$ cat config.mk
export PLATFORM = sky130hd
export DESIGN_NAME = eaglesong_input_packer
export DESIGN_NICKNAME = d
export VERILOG_FILES = /design/src/rtl/eaglesong_input_packer.sv
export SDC_FILE = /design/constraint.sdc
export NUM_CORES = 1
export LEC_CHECK = 0
export ABC_CLOCK_PERIOD_IN_PS = 10600
export CAP_MARGIN = 40
export CORE_ASPECT_RATIO = 0.9
export CORE_MARGIN = 2
export CORE_UTILIZATION = 50
export DETAILED_ROUTE_END_ITERATION = 10
export PLACE_DENSITY = 0.85
export SYNTH_ARGS = -nofsm -noshare
export SYNTH_HDL_FRONTEND = slang
export SYNTH_SLANG_ARGS = --single-unit
$ cat constraint.sdc
create_clock -name clk -period 10.6 [get_ports clk]
set_input_delay 2.12 -clock clk [delete_from_list [all_inputs] [get_ports clk]]
set_output_delay 2.12 -clock clk [all_outputs]
set_load 0.05 [all_outputs]
$ cat src/rtl/eaglesong_input_packer.sv
// Packs a 1..32 byte message little-endian into a 256-bit absorb block and emits
// one or two absorb beats. Optional stats counters: EAGLESONG_PACKER_STATS_EN.
module eaglesong_input_packer #(
  parameter int unsigned RATE_BYTES = 32
) (
  input  logic         clk,
  input  logic         rst,
  input  logic         in_valid,
  output logic         in_ready,
  input  logic [7:0]   in_data,
  input  logic         in_last,
  output logic         out_valid,
  input  logic         out_ready,
  output logic [255:0] out_input_val,
  output logic [6:0]   out_length_bytes,
  output logic [7:0]   out_absorb_round_num,
  output logic         out_final,
  output logic         err_overflow
`ifdef EAGLESONG_PACKER_STATS_EN
  ,
  output logic [31:0]  msg_count,
  output logic [15:0]  drop_count
`endif
);

  if (RATE_BYTES != 32) begin : g_rate_check
    $error("eaglesong_input_packer: only RATE_BYTES=32 is supported");
  end

  typedef enum logic [1:0] {FILL, DROP, EMIT0, EMIT1} state_t;

  state_t       state_q, state_d;
  logic [255:0] buf_q;
  logic [5:0]   cnt_q;
  logic         accept, out_hs, full;
  logic         clear, store, ovf_d;

  assign accept = in_valid && in_ready;
  assign out_hs = out_valid && out_ready;
  assign full   = (cnt_q == 6'd32);

  always_comb begin
    state_d = state_q;
    clear   = 1'b0;
    store   = 1'b0;
    ovf_d   = 1'b0;
    case (state_q)
      FILL: begin
        if (accept) begin
          if (full) begin
            // 33rd byte: a final byte here completes the drop immediately
            if (in_last) begin
              ovf_d = 1'b1;
              clear = 1'b1;
            end else begin
              state_d = DROP;
            end
          end else begin
            store = 1'b1;
            if (in_last) state_d = EMIT0;
          end
        end
      end
      DROP: begin
        if (accept && in_last) begin
          ovf_d   = 1'b1;
          clear   = 1'b1;
          state_d = FILL;
        end
      end
      EMIT0: begin
        if (out_hs) begin
          if (full) begin
            state_d = EMIT1;
          end else begin
            clear   = 1'b1;
            state_d = FILL;
          end
        end
      end
      EMIT1: begin
        if (out_hs) begin
          clear   = 1'b1;
          state_d = FILL;
        end
      end
      default: state_d = FILL;
    endcase
  end

  always_ff @(posedge clk or posedge rst) begin
    if (rst) begin
      state_q      <= FILL;
      buf_q        <= '0;
      cnt_q        <= '0;
      in_ready     <= 1'b0;
      err_overflow <= 1'b0;
    end else begin
      state_q      <= state_d;
      in_ready     <= (state_d == FILL) || (state_d == DROP);
      err_overflow <= ovf_d;
      if (clear) begin
        buf_q <= '0;
        cnt_q <= '0;
      end else if (store) begin
        buf_q[{cnt_q[4:0], 3'b000} +: 8] <= in_data;
        cnt_q                            <= cnt_q + 6'd1;
      end
    end
  end

  assign out_valid            = (state_q == EMIT0) || (state_q == EMIT1);
  assign out_input_val        = buf_q;
  assign out_length_bytes     = {1'b0, cnt_q};
  assign out_absorb_round_num = {7'd0, state_q == EMIT1};
  assign out_final            = (state_q == EMIT1) || ((state_q == EMIT0) && !full);

`ifdef EAGLESONG_PACKER_STATS_EN
  always_ff @(posedge clk or posedge rst) begin
    if (rst) begin
      msg_count  <= '0;
      drop_count <= '0;
    end else begin
      if (out_hs && out_final) msg_count <= msg_count + 32'd1;
      if (err_overflow && (drop_count != '1)) drop_count <= drop_count + 16'd1;
    end
  end
`endif

endmodule

==> impl_results.rst <==
.. list-table::
   :header-rows: 1

   * - Metric
     - Value
   * - Commonest register cell after synthesis
     - dfrtp_1
   * - Site Rows
     - 54
   * - Clock tree from TritonCTS
     - yes
   * - Number of CTS-inserted buffers
     - 27
   * - Hold WC Path Type
     - flip-flop to flip-flop
   * - Chip height
     - roughly 150 um
   * - Type of origin of the critical path
     - flip-flop
   * - Final Net Count
     - roughly 1500
   * - Internal cell power
     - 2.02 mW
   * - Final Cell Area
     - 16100 sq um
   * - Fraction of registers with async set or reset after synthesis
     - 1.00
   * - Total congestion overflow
     - 0
   * - Final setup vio count
     - 0
   * - Core Box Area
     - roughly 24000 sq um
   * - Bufs on Longest Clock Path
     - 3
   * - Number of clock sinks
     - 266
   * - Number of synthesized register bits
     - ~270
   * - Wire length of the first global-routing pass
     - ~62000 um
   * - Layout Skew
     - 0.0255 ns
   * - Leak Pwr
     - roughly 7.1 nW
   * - Wirelength per Cell
     - between 20 and 25 um
   * - First-pass iteration count of the detailed router
     - 7
   * - Count of inserted antenna diode cells
     - 0
   * - Area growth from synthesis to layout
     - 30.9%
   * - Netlist cell types
     - a little under 50
   * - Yosys warns
     - 0
   * - Post-synthesis sequential area ratio
     - 0.541
   * - H-tree levels
     - 1
   * - Share of post-route cells with drive strength above 1
     - 0.0727
   * - Crit-path max cell delay
     - 0.70 ns
   * - Vias in the first global route
     - 10616
   * - Post-detailed-placement half-perimeter wirelength
     - approximately 26000 um
   * - Quantity of gates resized following cts
     - 0
   * - Via Count
     - roughly 11000
   * - Final-report max-slew violation count
     - 0
   * - Overall power of the completed layout
     - 3.64 mW
   * - Final critical-path setup slack
     - about 4.3 ns
   * - Number of port buffers
     - 279
   * - Slack of the worst reg-to-reg path
     - just over 6 ns
   * - Largest net degree at the start of global routing
     - 231
   * - Final weighted congestion in routability-driven placement
     - slightly below 0.9
   * - Worst slew slack as a fraction of its limit
     - 0.280
   * - Count of fill cells added during filler insertion
     - 1864
   * - DR vias/cell
     - ~6.2
   * - Worst-path cell chain
     - inv_1 -> ha_1 -> nor4b_1 -> nand2_1 -> o21a_1 -> clkdlybuf4s50_1
   * - Total wirelength of the detailed-routed design
     - 40200 um
   * - Total setup buffers inserted after CTS
     - 0
   * - Final total negative setup slack
     - 0 ns
   * - DRT iter0 DRCs
     - ~1200
   * - Clock period minus worst slack
     - 6.28 ns
   * - Maximum Capacitance Violations
     - 0
   * - Endpoint class of the critical path
     - output port
   * - Required arrival time at the worst endpoint
     - around 8.5 ns
   * - I/O pin count
     - 288
   * - Number of enable flip-flop cells after synthesis
     - 0
   * - Clock latency on the worst-skew pair
     - between 0.5 and 0.6 ns
   * - Sequential power share
     - 0.324
   * - Share of total power consumed by net switching
     - 0.444
   * - Worst-path maximum fanout
     - 17
   * - Die footprint
     - 25900 sq um
   * - Achievable clock frequency
     - between 0.15 and 0.2 GHz
   * - Clock group share of total power
     - 0.267
   * - Worst VDD drop
     - 0.000208 V
   * - Start-to-end type of the worst setup path
     - flip-flop to output port
   * - Transition time at the pin with the least slew margin
     - 1.08 ns
   * - Antenna violations before repair
     - 0
   * - Part of the total power dissipated in combinational logic
     - 0.409
   * - Sw Pwr
     - roughly 1.6 mW
   * - Clock slew at the register clock pins of the worst setup and hold paths
     - roughly 0.07 ns
   * - Setup repair after global routing missed its margin
     - no
   * - Post-Syn Area per Cell
     - 9.83 sq um
   * - Placement Cell Area
     - 15200 sq um
   * - Width of the die
     - roughly 170 um
   * - Number of instances in the synthesized netlist
     - around 1300
   * - Slowest library cell on the worst path
     - clkdlybuf4s50_1
   * - Cell area after synthesis
     - 12300 sq um
   * - Residual DRC count
     - 0
   * - CTS Hold Bufs
     - 0
   * - Crit share post-route
     - 0.592
   * - Status
     - completed
   * - Final Hold Viols
     - 0
   * - Number of routed nets with antenna violations
     - 0
   * - DP Worst Slack
     - 4.95 ns
   * - Initial standard-cell utilization of the core
     - 0.509
   * - Arrival time of the worst setup path
     - 4.16 ns
   * - Root buf cell
     - clkbuf_16
   * - Total power per unit cell area
     - approximately 230 nW/um^2
   * - GRT Total Usage
     - 0.302
worst paths after layout:
path / startpoint / to / depth (start not counted)
worst max-delay path: cnt_q[0] / out_final / 6
worst min-delay path: out_input_val[7] / out_input_val[7] / 2
worst max register to register: cnt_q[0] / out_input_val[148] / 8
worst min register to register: out_input_val[7] / out_input_val[7] / 2
max in group asynchronous: rst / out_input_val[210] / 4
min in group asynchronous: rst / out_input_val[115] / 2
critical path, delay by kind of cell, from the launching register on:
kind / cells / cell delay (ns)
adders and majority gates: 1 / 0.52
DFF: 1 / 0.59
and+or+nand+nor: 2 / 1.18
AOI/OAI and AO/OA: 1 / 0.40
buffers and inverters: 2 / 0.91
sequential cells by signal, summed over array words and instances (netlist names):
| name | cells |
|---|---|
| cnt_q | 6 |
| err_overflow | 1 |
| out_input_val | 256 |
| in_ready | 1 |
| state_q | 2 |
per-stage QoR:
stage,util,std cells,hold WS [ns]
finish,0.667,1779,0.521
CTS,0.667,1779,0.523
global placement,0.620,1714,0.502
global route,0.667,1779,0.539
detailed placement,0.629,1730,0.507
floorplan,-,1260,0.692
routing by layer:
metal,share of wire,vias up,global-route usage
met5,0.00012,-,0
met4,0.038,2,0.112
met3,0.095,100,0.0650
met2,0.47,607,0.478
met1,0.40,5480,0.413
li1,-,4836,-
cells in the final DEF, fill, tap and decap left out, types with 2 or more instances in the layout:
master | Yosys | layout
clkdlybuf4s50_1 | 0 | 279
dfrtp_1 | 266 | 266
a21oi_1 | 181 | 180
o21ai_0 | 165 | 165
nand4_1 | 98 | 98
nor2_1 | 97 | 97
mux2i_1 | 80 | 80
nand2_1 | 70 | 70
nand3_1 | 36 | 34
and2_1 | 28 | 27
clkbuf_16 | 0 | 27
buf_4 | 15 | 16
o21ai_1 | 10 | 10
a211oi_1 | 8 | 8
conb_1 | 1 | 8
clkinv_2 | 0 | 8
clkbuf_8 | 0 | 8
inv_1 | 7 | 6
o2111ai_4 | 6 | 6
nor2b_1 | 5 | 5
xnor2_1 | 6 | 5
ha_1 | 5 | 5
o211ai_1 | 4 | 4
buf_2 | 31 | 4
nor3_1 | 3 | 3
buf_16 | 0 | 3
buf_12 | 0 | 3
a21oi_4 | 1 | 2
and3_1 | 4 | 2
or2_2 | 2 | 2
a211oi_2 | 2 | 2
nand3_2 | 0 | 2
and3_2 | 0 | 2
a311oi_4 | 2 | 2
clkinvlp_4 | 0 | 2
bufinv_16 | 0 | 2
cell type report:
cell class | count | area (sq um) | share of cell area
Timing Repair Buffer | 307 | 3100 | 0.192
Inverter | 7 | 33.8 | 0.00210
Tap cell | 308 | 385 | 0.0239
Clock buffer | 36 | 790 | 0.0490
Clock inverter | 13 | 124 | 0.00768
Multi-Input combinational cell | 842 | 5030 | 0.312
Sequential cell | 266 | 6660 | 0.413
power groups by stage:
stage | clock network [mW] | registers, mW | logic [mW]
2_1_floorplan | 0 | 1.45 | 0.724
3_3_place_gp | 0 | 1.19 | 1.40
3_5_place_dp | 0 | 1.19 | 1.47
4_1_cts | 0.981 | 1.17 | 1.47
5_1_grt | 1.03 | 1.19 | 1.56
6_report | 0.972 | 1.18 | 1.49
logic make-up after synthesis:
family                     share of synthesized area
adders and majority gates                    0.00508
buffers and inverters                         0.0574
other                                       0.000305
DFF                                            0.541
xor gates and xnor gates                     0.00569
and+or+nand+nor                                0.149
muxes                                         0.0650
AOI/OAI and AO/OA                              0.177
synthesized netlist by cell type (6+ instances only):
| cell | n | area [sq um] |
|---|---|---|
| dfrtp_1 | 266 | 6660 |
| a21oi_1 | 181 | 906 |
| o21ai_0 | 165 | 826 |
| nand4_1 | 98 | 613 |
| nor2_1 | 97 | 364 |
| mux2i_1 | 80 | 801 |
| clkbuf_1 | 75 | 282 |
| nand2_1 | 70 | 263 |
| nand3_1 | 36 | 180 |
| buf_2 | 31 | 155 |
| and2_1 | 28 | 175 |
| clkbuf_2 | 21 | 105 |
| buf_4 | 15 | 113 |
| o21ai_1 | 10 | 50.1 |
| a211oi_1 | 8 | 60.1 |
| inv_1 | 7 | 26.3 |
| o2111ai_4 | 6 | 158 |
| xnor2_1 | 6 | 52.6 |
No activity file was read; power rests on OpenSTA's default activity.
